`config.mk`:
```
export PLATFORM = sky130hd
export DESIGN_NAME = acc_processor_param
export DESIGN_NICKNAME = d
export VERILOG_FILES = /design/src/rtl/acc_processor_param.sv
export SDC_FILE = /design/constraint.sdc
export NUM_CORES = 1
export LEC_CHECK = 0
export BUFFER_PORTS_ARGS = -buffer_cell sky130_fd_sc_hd__buf_2
export CAP_MARGIN = 20
export CORE_MARGIN = 2
export CORE_UTILIZATION = 60
export DETAILED_ROUTE_END_ITERATION = 12
export PLACE_DENSITY = 0.9
export SLEW_MARGIN = 15
export SYNTH_ARGS = -nofsm -noshare
export SYNTH_HDL_FRONTEND = slang
export SYNTH_SLANG_ARGS = --single-unit
```
`constraint.sdc`:
```
create_clock -name clk -period 6.9 [get_ports clk]
set_input_delay 0.69 -clock clk [delete_from_list [all_inputs] [get_ports clk]]
set_output_delay 0.69 -clock clk [all_outputs]
set_load 0.05 [all_outputs]
```
`src/rtl/acc_processor_param.sv`:
```
// Parametrised multi-cycle accumulator CPU: FETCH/EXEC per instruction, flags, conditional jumps,
// a valid/ready output port that stalls the core, and a HALT state left only through reset.
module acc_processor_param #(
  parameter int DATA_W  = 8,
  parameter int REG_NUM = 4,
  parameter int PC_W    = 5,
  parameter int INSTR_W = 4 + DATA_W
) (
  input  logic                       clk,
  input  logic                       rst_ext,
  input  logic                       en,
  output logic [PC_W-1:0]            prog_addr,
  input  logic [INSTR_W-1:0]         prog_data,
  output logic [DATA_W-1:0]          out_data,
  output logic                       out_valid,
  input  logic                       out_ready,
  output logic                       halted,
  output logic                       illegal,
  input  logic [$clog2(REG_NUM)-1:0] dbg_reg_sel,
  output logic [DATA_W-1:0]          reg_dbg,
  output logic [DATA_W-1:0]          acu_dbg,
  output logic [PC_W-1:0]            pc_dbg,
  output logic [1:0]                 flags_dbg,
  output logic [1:0]                 state_dbg
);

  localparam int RI_W = $clog2(REG_NUM);

  typedef enum logic [1:0] {
    FETCH    = 2'd0,
    EXEC     = 2'd1,
    OUT_WAIT = 2'd2,
    HALT     = 2'd3
  } state_t;

  state_t              state, state_nxt;
  logic [PC_W-1:0]     pc, pc_nxt;
  logic [DATA_W-1:0]   acu, acu_nxt;
  logic [INSTR_W-1:0]  ir, ir_nxt;
  logic [DATA_W-1:0]   regs [REG_NUM];
  logic                zero, zero_nxt, carry, carry_nxt;
  logic [DATA_W-1:0]   out_data_nxt;
  logic                out_valid_nxt, halted_nxt, illegal_nxt;
  logic                reg_we, set_zero;

  logic [3:0]          opcode;
  logic [DATA_W-1:0]   operand;
  logic [RI_W-1:0]     ridx;
  logic [DATA_W-1:0]   rval;
  logic [DATA_W:0]     sum, diff;

  assign opcode  = ir[INSTR_W-1 -: 4];
  assign operand = ir[DATA_W-1:0];
  assign ridx    = operand[RI_W-1:0];
  assign rval    = regs[ridx];
  // The extra top bit carries out of ADD and the borrow out of SUB.
  assign sum     = {1'b0, acu} + {1'b0, rval};
  assign diff    = {1'b0, acu} - {1'b0, rval};

  always_comb begin
    state_nxt     = state;
    pc_nxt        = pc;
    acu_nxt       = acu;
    ir_nxt        = ir;
    zero_nxt      = zero;
    carry_nxt     = carry;
    out_data_nxt  = out_data;
    out_valid_nxt = out_valid;
    halted_nxt    = halted;
    illegal_nxt   = illegal;
    reg_we        = 1'b0;
    set_zero      = 1'b0;
    case (state)
      FETCH: begin
        ir_nxt    = prog_data;
        state_nxt = EXEC;
      end
      EXEC: begin
        state_nxt = FETCH;
        pc_nxt    = pc + 1'b1;
        case (opcode)
          4'h1: begin acu_nxt = operand;     set_zero = 1'b1; end
          4'h2: begin acu_nxt = rval;        set_zero = 1'b1; end
          4'h3: reg_we = 1'b1;
          4'h4: begin {carry_nxt, acu_nxt} = sum;  set_zero = 1'b1; end
          4'h5: begin {carry_nxt, acu_nxt} = diff; set_zero = 1'b1; end
          4'h6: begin acu_nxt = acu & rval;  set_zero = 1'b1; end
          4'h7: begin acu_nxt = acu | rval;  set_zero = 1'b1; end
          4'h8: begin acu_nxt = acu ^ rval;  set_zero = 1'b1; end
          4'h9: begin acu_nxt = ~acu;        set_zero = 1'b1; end
          4'hA: pc_nxt = operand[PC_W-1:0];
          4'hB: if (zero)  pc_nxt = operand[PC_W-1:0];
          4'hC: if (carry) pc_nxt = operand[PC_W-1:0];
          4'hD: begin
            out_data_nxt  = acu;
            out_valid_nxt = 1'b1;
            pc_nxt        = pc;
            state_nxt     = OUT_WAIT;
          end
          4'hE: begin
            halted_nxt = 1'b1;
            pc_nxt     = pc;
            state_nxt  = HALT;
          end
          4'hF: begin
            illegal_nxt = 1'b1;
            halted_nxt  = 1'b1;
            pc_nxt      = pc;
            state_nxt   = HALT;
          end
          default: ;
        endcase
        if (set_zero) zero_nxt = (acu_nxt == '0);
      end
      OUT_WAIT: begin
        // PC only advances once the consumer has taken the word.
        if (out_ready) begin
          out_valid_nxt = 1'b0;
          pc_nxt        = pc + 1'b1;
          state_nxt     = FETCH;
        end
      end
      HALT: ;
      default: state_nxt = FETCH;
    endcase
  end

  always_ff @(posedge clk or posedge rst_ext) begin
    if (rst_ext)  state <= FETCH;
    else if (en)  state <= state_nxt;
  end

  always_ff @(posedge clk or posedge rst_ext) begin
    if (rst_ext) begin
      pc        <= '0;
      acu       <= '0;
      ir        <= '0;
      zero      <= 1'b1;
      carry     <= 1'b0;
      out_data  <= '0;
      out_valid <= 1'b0;
      halted    <= 1'b0;
      illegal   <= 1'b0;
    end else if (en) begin
      pc        <= pc_nxt;
      acu       <= acu_nxt;
      ir        <= ir_nxt;
      zero      <= zero_nxt;
      carry     <= carry_nxt;
      out_data  <= out_data_nxt;
      out_valid <= out_valid_nxt;
      halted    <= halted_nxt;
      illegal   <= illegal_nxt;
    end
  end

  always_ff @(posedge clk or posedge rst_ext) begin
    if (rst_ext) begin
      for (int i = 0; i < REG_NUM; i++) regs[i] <= '0;
    end else if (en && reg_we) begin
      regs[ridx] <= acu;
    end
  end

  assign prog_addr = pc;
  assign reg_dbg   = regs[dbg_reg_sel];
  assign acu_dbg   = acu;
  assign pc_dbg    = pc;
  assign flags_dbg = {carry, zero};
  assign state_dbg = state;

endmodule

```
* Yosys cells after proc, flatten, opt, wreduce, memory -nomap -nowiden
Cells that the tools add are included.
W data, S select, Z words.
** Cells by class
- $add $sub $neg :: 3
- $lt $le $gt $ge :: 3
- Equality and inequality tests :: 20
- Multiplexer cells :: 27
- Bitwise logic cells :: 6
- Reductions and logical operators :: 20
** Operators by type and width (count)
- $pmux W8 S8 :: 1
- $mux W8 :: 6
- $bmux W8 S2 :: 2
- $bwmux W32 :: 1
- $eq A4 B4 Y1 const B :: 8
- $pmux W5 S4 :: 1
- $reduce_and A3 Y1 :: 6
- $demux W8 S2 :: 1
- $eq A4 B3 Y1 const B :: 4
- $mux W5 :: 3
- $pmux W5 S2 :: 1
- $add A8 B8 Y9 :: 1
- $sub A8 B8 Y9 :: 1
- $and A8 B8 Y8 :: 1
- $eq A4 B2 Y1 const B :: 2
- $logic_not A8 Y1 :: 1
- $not A8 Y8 :: 1
- $or A8 B8 Y8 :: 1
- $reduce_and A4 Y1 :: 2
- $reduce_or A8 Y1 :: 1
- $xor A8 B8 Y8 :: 1
- $ge A3 B3 Y1 const B :: 2
- $mux W1 :: 6
- $not A2 Y3 :: 2
- other kinds (18) :: 23
** Storage, ports and cells
- Bits in registers :: 72
- Output and inout port bits :: 41

* Longest topological paths before layout
Gate-level depths: netlist (run 1).
- Depth in word-level cells :: 8
- Depth in mapped cells :: 13
- Depth with buffers taken out :: 10

* Worst setup path before layout (run 1)
Ideal clock, no wire load.
- Path kind :: register -> register
- From :: register ir[1]
- To :: register zero
- Arrival time :: 2678 ps
- Required time :: 6821 ps
- Path slack :: 4143 ps
- Cell stages (with the launch flop) :: 12
- Cells stage by stage :: dfrtp_1 buf_6 mux4_2 ha_1 fa_1 nand2_1 o21ai_0 a2111oi_0 o32ai_2 nand2_1 nor4_2 a41o_1
** Between the ends
- Cells in the longest elaborated chain, start to end :: 8
- Elaborated cells between the ends (all ways) :: 12
- Those cells by class :: add/sub (2); mux (5); bitwise (4); reduce/logical (1)
** Ends and longest elaborated chain
- start: declaration :: line 39 : logic [INSTR_W-1:0] ir, ir_nxt;
- start signal: assignment :: line 147 : ir <= ir_nxt;
- $not A2 Y3 (not written as such) :: line 55 : assign rval = regs[ridx];
- $bmux W8 S2 :: line 55
- $mux W8 (not written as such) (2 in a row) :: line 55
- $sub A8 B8 Y9 (tied with other cells) :: line 58 : assign diff = {1'b0, acu} - {1'b0, rval};
- $pmux W8 S8 * :: line 81 : case (opcode)
- $mux W8 * :: line 73 : case (state)
- $logic_not A8 Y1 * :: line 113 : if (set_zero) zero_nxt = (acu_nxt == '0);
- end signal: assignment :: line 148 : zero <= zero_nxt;
- end: declaration :: line 41 : logic zero, zero_nxt, carry, carry_nxt;
Every way passes the cells marked *; elsewhere a longest branch is shown, timed or not. The select of a mux whose other input is x is not followed.
A chain may end at the register's enable or synchronous reset.

* Worst setup path after layout (run 1)
- From :: register ir[1]
- To :: register acu[7] (netlist: acu_dbg[7])
** Between the ends
- Cells in the longest elaborated chain, start to end :: 7
- Elaborated cells between the ends (all ways) :: 11
- Those cells by class :: add/sub (2); mux (5); bitwise (4)
** Ends and longest elaborated chain
- $not A2 Y3 (not written as such) * :: line 55
- $bmux W8 S2 * :: line 55
- $mux W8 (not written as such) * (2 in a row) :: line 55
- $sub A8 B8 Y9 (tied with other cells) :: line 58
- $pmux W8 S8 * :: line 81
- $mux W8 * :: line 73
- end signal: assignment :: line 146 : acu <= acu_nxt;
- end: declaration :: line 38 : logic [DATA_W-1:0] acu, acu_nxt;
Marks and branches as above.

==> results.txt, run 1 <==
* Detailed placer's ending HPWL: 9320 µm
- Final setup violation count: 0
- For this run, the leading register cell type out of synthesis is sky130_fd_sc_hd__dfrtp_1.
- CTS tree: yes
- The worst setup path is of the reg -> reg kind.
- The first TritonRoute pass finished after 5 iterations.
* Synthesis-stage register bit count: 72
- Worst endpoint data arrival time: 3.85 ns
* Clock transition time at the flip-flop clock pins of the worst setup and hold paths: 0.09 ns
- Number of cell instances on the worst register-to-register path: 10
* Clock period minus final worst setup slack: 3.63 ns
- Counting every net in the synthesized netlist gives 550.
- All-Layer GR Usage: 31.2%
- Std-Cell Core Area: 0.00809 mm²
- Using the TritonRoute via totals, the vias-per-cell ratio works out to 6.47.
- Maximum root-to-sink buffer count: 2
- The min-delay analysis places its worst path in the category reg -> reg.
- Adding up every negative setup slack in the final design gives 0 ns.
- Area growth from synthesis to layout: 9.92%
- Sequential-to-total area share from yosys stat: 36.7%
- Yosys printed 0 warnings.
- CTS built an H-tree with a depth of 3.
* Run status: complete, no violations
- The worst hold path terminates at halted.
- Routability-driven placement congestion ratio: 0.975
* Final-report hold violation count: 0
* Reg2reg start: ir[1]
- Highest cell delay on the worst timing path: 0.84 ns
* Cell at the slowest stage of the critical path: sky130_fd_sc_hd__dfrtp_1
* Number of port buffers: 58
- Across the routed clock network, the largest skew measured is 0.0156 ns.
- The initial antenna violation count came to 0.
- Library cell used as clock root buffer: sky130_fd_sc_hd__clkbuf_8
- List of most frequent post-synthesis cells: 71 x sky130_fd_sc_hd__dfrtp_1, 52 x sky130_fd_sc_hd__nand2_1, 43 x sky130_fd_sc_hd__o21ai_0, 35 x sky130_fd_sc_hd__inv_1
- Across all register-to-register paths, the minimum setup slack is 3.27 ns.
- Buffers added to address setup during post-CTS repair amount to 0.
- Via total after detailed routing: 4151
- The critical path goes through mux4_2 > inv_1 > ha_1 > a211o_1 > o211ai_2 > a21oi_1 > a221oi_1 > mux2i_1 > o32ai_1 > o21ai_0.
- Max-slew violation count: 0
* Most common cell in the synthesized netlist: sky130_fd_sc_hd__dfrtp_1
- The first global-routing pass estimated 20900 µm of wire.
* Cell depth of the worst hold path: 1
- Largest net degree at the start of global routing: 73
* Total I/O pin count: 59
* Clock Latency Late Sink: 0.37 ns
* Number of standard-cell rows in the floorplan: 33
- Cells taking the most area after synthesis: sky130_fd_sc_hd__dfrtp_1 36%, sky130_fd_sc_hd__ha_1 7.6%, sky130_fd_sc_hd__mux4_2 7.3%
- Dividing the synthesized area by the synthesized cell count gives 9.83 µm².
* Reported max-cap violation count: 0
- The die covers 0.00894 mm².
- Async S/R FF share, synth: 100%
* Library cell occupying the most area in the post-synthesis netlist: sky130_fd_sc_hd__dfrtp_1
* Diodes inserted: 0
- Setup crit end kind: flop
* Number of nets at the end of the flow: 582
* Initial standard-cell utilization of the core: 60.8%
* Worst-Margin Slew: 1.04 ns
* Remaining antenna violation count after routing: 0
* Relative slew slack: 30.2%
- Gates resized, CTS repair: 0
- Wires add up to 13300 µm.
- Instance count of the mapped netlist: 500
- After synthesis the cells add up to 0.00492 mm².
* Vias in the first global route: 3877
- Number of design-rule violations left by the first detailed-router iteration: 359
- Clock tree synthesis found a total of 72 sinks.
- Number of distinct library cells after synthesis: 69
- Upper clock frequency limit: 276 MHz
* Required @ worst endpoint: 7.12 ns
- After layout, the worst path uses 52.6% of the clock period.
- Average detailed-routed wire length per instance: 20.7 µm
- Height of the die: 94.5 µm
- Along the worst path, the maximum fanout reaches 15.
- Fraction of layout instances using a drive strength above 1: 25.1%
* Area share of the largest cell type after synthesis: 36.1%
- Congestion Overflow GR: 0
* Type of element launching the critical path: flop
* Horiz. Die Dim: 94.5 µm
- Setup repair after global routing left no endpoint under its margin.
- Together, buffers and inverters on the worst path number 1.
- For this design, the CTS-stage hold fixing added 0 buffers.
- Yosys mapped a number of flops with a built-in enable equal to 0.
* Critical path's top delay family: compound AO/OA/AOI/OAI gates
- Critical R2R Capture: acu_dbg[7]
* Number of remaining DRC errors: 0
- TritonCTS created 9 clock buffers.
- Hold path startpoint: halted
[cells in the final DEF, fill, tap and decap left out, types with 4 or more instances in the layout]
cell	count
sky130_fd_sc_hd__mux2_2	30
sky130_fd_sc_hd__nor3_1	6
sky130_fd_sc_hd__mux4_2	16
sky130_fd_sc_hd__inv_1	34
sky130_fd_sc_hd__xnor2_1	4
sky130_fd_sc_hd__nand2b_1	6
sky130_fd_sc_hd__a21oi_1	28
sky130_fd_sc_hd__buf_2	58
sky130_fd_sc_hd__nor2_1	25
sky130_fd_sc_hd__a21o_1	4
sky130_fd_sc_hd__o22ai_1	8
sky130_fd_sc_hd__clkbuf_8	9
sky130_fd_sc_hd__nand3_1	12
sky130_fd_sc_hd__bufinv_16	4
sky130_fd_sc_hd__o21ai_0	43
sky130_fd_sc_hd__or3_1	5
sky130_fd_sc_hd__dfrtp_1	71
sky130_fd_sc_hd__mux2i_1	12
sky130_fd_sc_hd__ha_1	30
sky130_fd_sc_hd__nor2b_1	5
sky130_fd_sc_hd__nand2_1	52
[state kept, by name (all words and copies together) (netlist names)]
| name | cells |
|---|---|
| acu_dbg | 8 |
| state_dbg | 2 |
| halted | 1 |
| ir | 12 |
| carry | 1 |
| zero | 1 |
| pc_dbg | 5 |
| regs | 32 |
| out_valid | 1 |
| out_data | 8 |
| illegal | 1 |
[kinds of logic after synthesis]
logic type	share of synthesized area, %
simple gates	12.3
xor+xnor	0.712
buf+inv	7.02
flops	36.7
fa+ha+maj	8.45
mux	16.6
compound gates	18.2
[routing by layer]
layer / up-vias / wire, µm / track usage [%]
li1: 1866 / - / -
met1: 2038 / 5540 / 41.9
met2: 207 / 6230 / 48.5
met3: 40 / 980 / 7.18
met4: 0 / 537 / 14.3
met5: - / 0 / 0
[cell type report]
class / count / area, µm²
clock buffer: 10 / 128
multi-input combinational: 354 / 2770
fill: 647 / 2690
sequential: 72 / 1800
tap: 105 / 131
inverter: 35 / 131
clock inverter: 6 / 138
timing repair buffer: 60 / 305
[how the worst max path moves through the flow]
stage / from / depth (start not counted) / slack, ns / endpoint
final: ir[1] / 10 / 3.27 / acu_dbg[7]
after global routing: ir[1] / 10 / 3.01 / acu_dbg[7]
after CTS: ir[1] / 10 / 3.33 / acu_dbg[7]
after detailed placement: ir[1] / 10 / 3.42 / acu_dbg[7]
after global placement: ir[1] / 10 / 3.54 / acu_dbg[7]
after floorplan: ir[1] / 11 / 4.14 / zero
[stage by stage]
step / hold WS (ns) / setup WS, ns / std cells / area [µm²] / utilization, %
after floorplan: 0.461 / 4.14 / 500 / 4920 / -
after global placement: 0.438 / 3.54 / 626 / 5140 / 63.5
after detailed placement: 0.450 / 3.42 / 626 / 5140 / 63.5
after CTS: 0.472 / 3.33 / 642 / 5410 / 66.8
after global routing: 0.495 / 3.01 / 642 / 5410 / 66.8
final: 0.472 / 3.27 / 642 / 5410 / 66.8
Power of run 1 is left out: the tool's default activity adds up to more than one toggle a clock period on the data nets, which glitch-free logic cannot reach.
==> run 2, diff against run 1 <==
--- a/config.mk
+++ b/config.mk
@@ -5,12 +5,13 @@
 export SDC_FILE = /design/constraint.sdc
 export NUM_CORES = 1
 export LEC_CHECK = 0
+export ABC_AREA = 1
 export BUFFER_PORTS_ARGS = -buffer_cell sky130_fd_sc_hd__buf_2
 export CAP_MARGIN = 20
 export CORE_MARGIN = 2
-export CORE_UTILIZATION = 60
+export CORE_UTILIZATION = 59
 export DETAILED_ROUTE_END_ITERATION = 12
-export PLACE_DENSITY = 0.9
+export PLACE_DENSITY = 0.89
 export SLEW_MARGIN = 15
 export SYNTH_ARGS = -nofsm -noshare
 export SYNTH_HDL_FRONTEND = slang
==> constraint.sdc (replaced) <==
create_clock -name clk -period 3.6 [get_ports clk]
set_input_delay 0.36 -clock clk [delete_from_list [all_inputs] [get_ports clk]]
set_output_delay 0.36 -clock clk [all_outputs]
set_load 0.05 [all_outputs]
==> results.txt, run 2 <==
- Run status: complete, no violations
* # H-tree levels: 3 (unchanged)
- The required time reported for the critical path endpoint is 3.89 ns (-3.23 ns).
- Largest net degree at the start of global routing: 48 (-34%)
- Among all flip-flop cells after synthesis, the most frequent one is sky130_fd_sc_hd__dfrtp_1.
- Clock period minus final worst setup slack: 3.09 ns (-0.537 ns)
- The clock network burns 14.8% of the power.
- Via total after detailed routing: 5057 (+22%)
- Total I/O pin count: 59 (unchanged)
* Number of flip-flops under the largest register name: 32 (unchanged)
* Final-layout setup total negative slack: 0 ns (unchanged)
* Vias in the first global route: 4526 (+17%)
* Post-synthesis simple-gate area fraction: 31.6% (+19 points)
- The number of endpoints with negative hold slack in the final report is 0 (unchanged).
- Summed area of non-filler cells in the final layout: 0.00550 mm² (+1.7%)
* Height of the die: 95.8 µm (+1.4%)
- XOR/XNOR share of the synthesized area: 0.528% (-0.18 points)
- Number of remaining DRC errors: 0 (unchanged)
- Global-route wire length before repair: 23000 µm (+10%)
- Post-synthesis instance area: 0.00497 mm² (+1.1%)
- By count the netlist is led by 237 x sky130_fd_sc_hd__nand2_1, 85 x sky130_fd_sc_hd__o21ai_0, 71 x sky130_fd_sc_hd__dfrtp_1, 71 x sky130_fd_sc_hd__nor2_1, 66 x sky130_fd_sc_hd__inv_1.
- The cell area after placement is 0.00526 mm² (+2.2%).
* Area growth from synthesis to layout: 10.5%
- The share of synthesized flip-flops with an asynchronous set or reset is 100% (unchanged).
- The clock insertion delay at the later pin of the skew report came to 0.35 ns (-0.02 ns).
- The via count normalized by instance count came to 5.75 (-11%).
- Met2 track demand over resource: 54.4% (+5.9 points)
- The routed wire length was 14600 µm (+9.8%).
- Overall power of the completed layout: 4.92 mW
* Sink count of the clock tree: 72 (unchanged)
- Sequential-to-total area share from yosys stat: 36.3% (-0.42 points)
- Number of nets at the end of the flow: 819 (+41%)
- The fraction of the cycle the final worst path needs came to 85.9% (+33 points).
* Remaining antenna violation count after routing: 0 (unchanged)
- Hold bufs inserted after CTS: 0 (unchanged)
* Number of inserted filler cells in the final layout: 731 (+13%)
* Number of standard-cell rows in the floorplan: 33 (unchanged)
- After synthesis, the largest family of logic cells by area is simple AND/OR/NAND/NOR gates.
- Power Dens Cells: 894 mW/mm²
* Area share of the largest cell type after synthesis: 35.7% (-0.41 points)
- Horiz. Die Dim: 95.8 µm (+1.4%)
* All-Layer GR Usage: 32.9% (+1.7 points)
* Setup crit end kind: flop
* Worst-Margin Slew: 0.868 ns (-0.170 ns)
* Number of optimization iterations in the first detailed-route pass: 5 (unchanged)
- Met3 capacity usage during global routing: 4.46% (-2.7 points)
* Most congested layer reported by global routing: met2
- Antenna violations before repair: 0 (unchanged)
* Congestion Overflow GR: 0 (unchanged)
* Area of the die: 0.00918 mm² (+2.7%)
- Post-synthesis mux area share: 0.906% (-16 points)
- The max-cap violation count came to 0 (unchanged).
- Of the total power, registers draw 28.4%.
- Largest registers: regs (32), ir (12)
* Number of port buffers: 58 (unchanged)
* Upper clock frequency limit: 323 MHz (+17%)
- The cell sitting at the root of the clock tree is a sky130_fd_sc_hd__clkbuf_8.
- Share of total power consumed by net switching: 54.9%
- Synthesis-stage register bit count: 72 (unchanged)
- Diodes inserted: 0 (unchanged)
- The clock slew at the register clock pins of the worst setup and hold paths came to 0.09 ns (about the same).
* Initial standard-cell utilization of the core: 60.8% (+0.075 points)
* Non-filler cells, final: 879 (+37%)
- The worst-case clock skew came to 0.0122 ns (-0.00338 ns).
* Setup repair after global routing missed its margin: false
* Classification of the worst-slack hold path: in -> async
- The fraction of met1 tracks used by global routing came to 44.1% (+2.2 points).
- Maximum resistive drop on vdd: 396 µV
* CTS tree: yes
* Number of post-CTS setup repair buffers: 0 (unchanged)
- Register with the highest flop count: regs
- Most common library cell in the layout ignoring fill and taps: sky130_fd_sc_hd__nand2_1
- Top library cells by usage in the layout, fill and taps aside: 237 x sky130_fd_sc_hd__nand2_1, 84 x sky130_fd_sc_hd__o21ai_0, 71 x sky130_fd_sc_hd__nor2_1
- After synthesis, the cell types taking the most area are sky130_fd_sc_hd__dfrtp_1 36%, sky130_fd_sc_hd__nand2_1 18%, sky130_fd_sc_hd__o21ai_0 8.6%.
* Number of design-rule violations left by the first detailed-router iteration: 378 (+5.3%)
- Number of distinct library cells after synthesis: 32 (-54%)
- Final setup violation count: 0 (unchanged)
* Internal Dissipation: 2.22 mW
* Fraction of layout instances using a drive strength above 1: 12.8% (-12 points)
* Count of synthesis-stage warnings from yosys: 0 (unchanged)
* Arithmetic-cell share of the synthesized area counting full adders, half adders and majority gates: 8.35% (-0.096 points)
* Detailed placer's ending HPWL: 10900 µm (+17%)
- Std-Cell Core Area: 0.00818 mm² (+1.0%)
* Type of element launching the critical path: flop
* Combinational share of power: 56.8%
- Routability-driven placement congestion ratio: 1.01 (+3.4%)
- The cell count after placement came to 862 (+38%).
- The biggest fanout along the worst timing path is 12 (-3).
- By startpoint and endpoint, the worst setup path is classified as reg -> reg.
- The post-synthesis cell count was 726 (+45%).
- The number of flops mapped to enable cells by yosys is 0 (unchanged).
- Max-slew violation count: 0 (unchanged)
- Worst endpoint data arrival time: 3.39 ns (-0.46 ns)
* Area of the multi-input gates: 0.00273 mm² (-1.3%)
- CTS Buf Count: 9 (unchanged)
- Maximum root-to-sink buffer count: 2 (unchanged)
- The routed wirelength normalized by instance count is 16.6 µm (-20%).
* Number of nets in the synthesized netlist: 776 (+41%)
- The area used by sequential logic in the layout is 0.00180 mm² (about the same).
- The headroom to the max-slew limit came to 41.9% (+12 points).
- Of all cell types, the one taking the most synthesized area is sky130_fd_sc_hd__dfrtp_1.
- The synthesized area per cell is 6.85 µm² (-30%).
- The post-synthesis compound-gate area fraction was 13.6% (-4.7 points).
- The analysis attributes to cell leakage a power of 2.83 nW.
* Gates resized, CTS repair: 0 (unchanged)
- In the post-synthesis netlist, the cell with the most instances is sky130_fd_sc_hd__nand2_1.
* Net Sw Power: 2.70 mW
-- run 2: metal layers --
metal | share of wire (%) | wire (µm)
met5 | 0 | 0
met4 | 2.8 | 402
met2 | 48 | 7050
met3 | 7.0 | 1030
met1 | 42 | 6110
-- run 2: power by group through the flow --
stage / Sequential (mW) / Combinational, mW / Clock, mW
3_5_place_dp: 1.40 / 2.74 / 0
6_report: 1.40 / 2.79 / 0.727
5_1_grt: 1.43 / 3.08 / 0.771
4_1_cts: 1.38 / 2.75 / 0.729
3_3_place_gp: 1.38 / 2.71 / 0
2_1_floorplan: 1.68 / 1.80 / 0
-- run 2: worst paths after layout --
path | start | end | slack (ns) | cells past startpoint
max | ir[1] | zero | 0.51 | 15
min | rst_ext | acu_dbg[0] | 0.0002 | 2
max reg2reg | ir[1] | zero | 0.51 | 15
min reg2reg | halted | halted | 0.47 | 2
max in group asynchronous | rst_ext | ir[0] | 2.87 | 3
min in group clk | prog_data[4] | ir[4] | 0.24 | 2
-- run 2: worst max-delay path, cell delays in order (launching register included) --
cell and delay, ns:
sky130_fd_sc_hd__dfrtp_1 0.61, sky130_fd_sc_hd__inv_1 0.28, sky130_fd_sc_hd__nor2_1 0.26, sky130_fd_sc_hd__a21oi_1 0.09
sky130_fd_sc_hd__nand2_1 0.20, sky130_fd_sc_hd__inv_1 0.09, sky130_fd_sc_hd__ha_1 0.32, sky130_fd_sc_hd__o21ai_1 0.29
sky130_fd_sc_hd__nand3_1 0.12, sky130_fd_sc_hd__nand3_1 0.10, sky130_fd_sc_hd__nand2_1 0.06, sky130_fd_sc_hd__nor3_1 0.28
sky130_fd_sc_hd__nand2_1 0.09, sky130_fd_sc_hd__nor2_1 0.11, sky130_fd_sc_hd__nand3_1 0.07, sky130_fd_sc_hd__nand2_1 0.06
-- run 2: layout make-up --
type / instances / share of cell area [%]
multi-input combinational: 550 / 49.7
tap: 105 / 2.39
sequential: 72 / 32.8
inverter: 76 / 5.28
timing repair buffer: 60 / 5.78
clock buffer: 10 / 2.32
clock inverter: 6 / 1.68
-- run 2: metrics by stage --
step	setup slack [ns]	hold WS, ns	utilization (%)
after global placement	0.495	0.447	64.3
after CTS	0.429	0.239	67.0
after global routing	0.135	0.0251	67.2
final	0.508	0.000247	67.2
after floorplan	1.11	0.453	-
after detailed placement	0.465	0.448	64.3
-- run 2: cell families after synthesis --
group                      after synthesis
and+or+nand+nor                        382
AOI/OAI and AO/OA                      129
adders and majority gates               32
muxes                                    4
xor gates and xnor gates                 3
buffers and inverters                  104
DFF                                     72
Note: power is estimated with default switching activity, not from simulation.
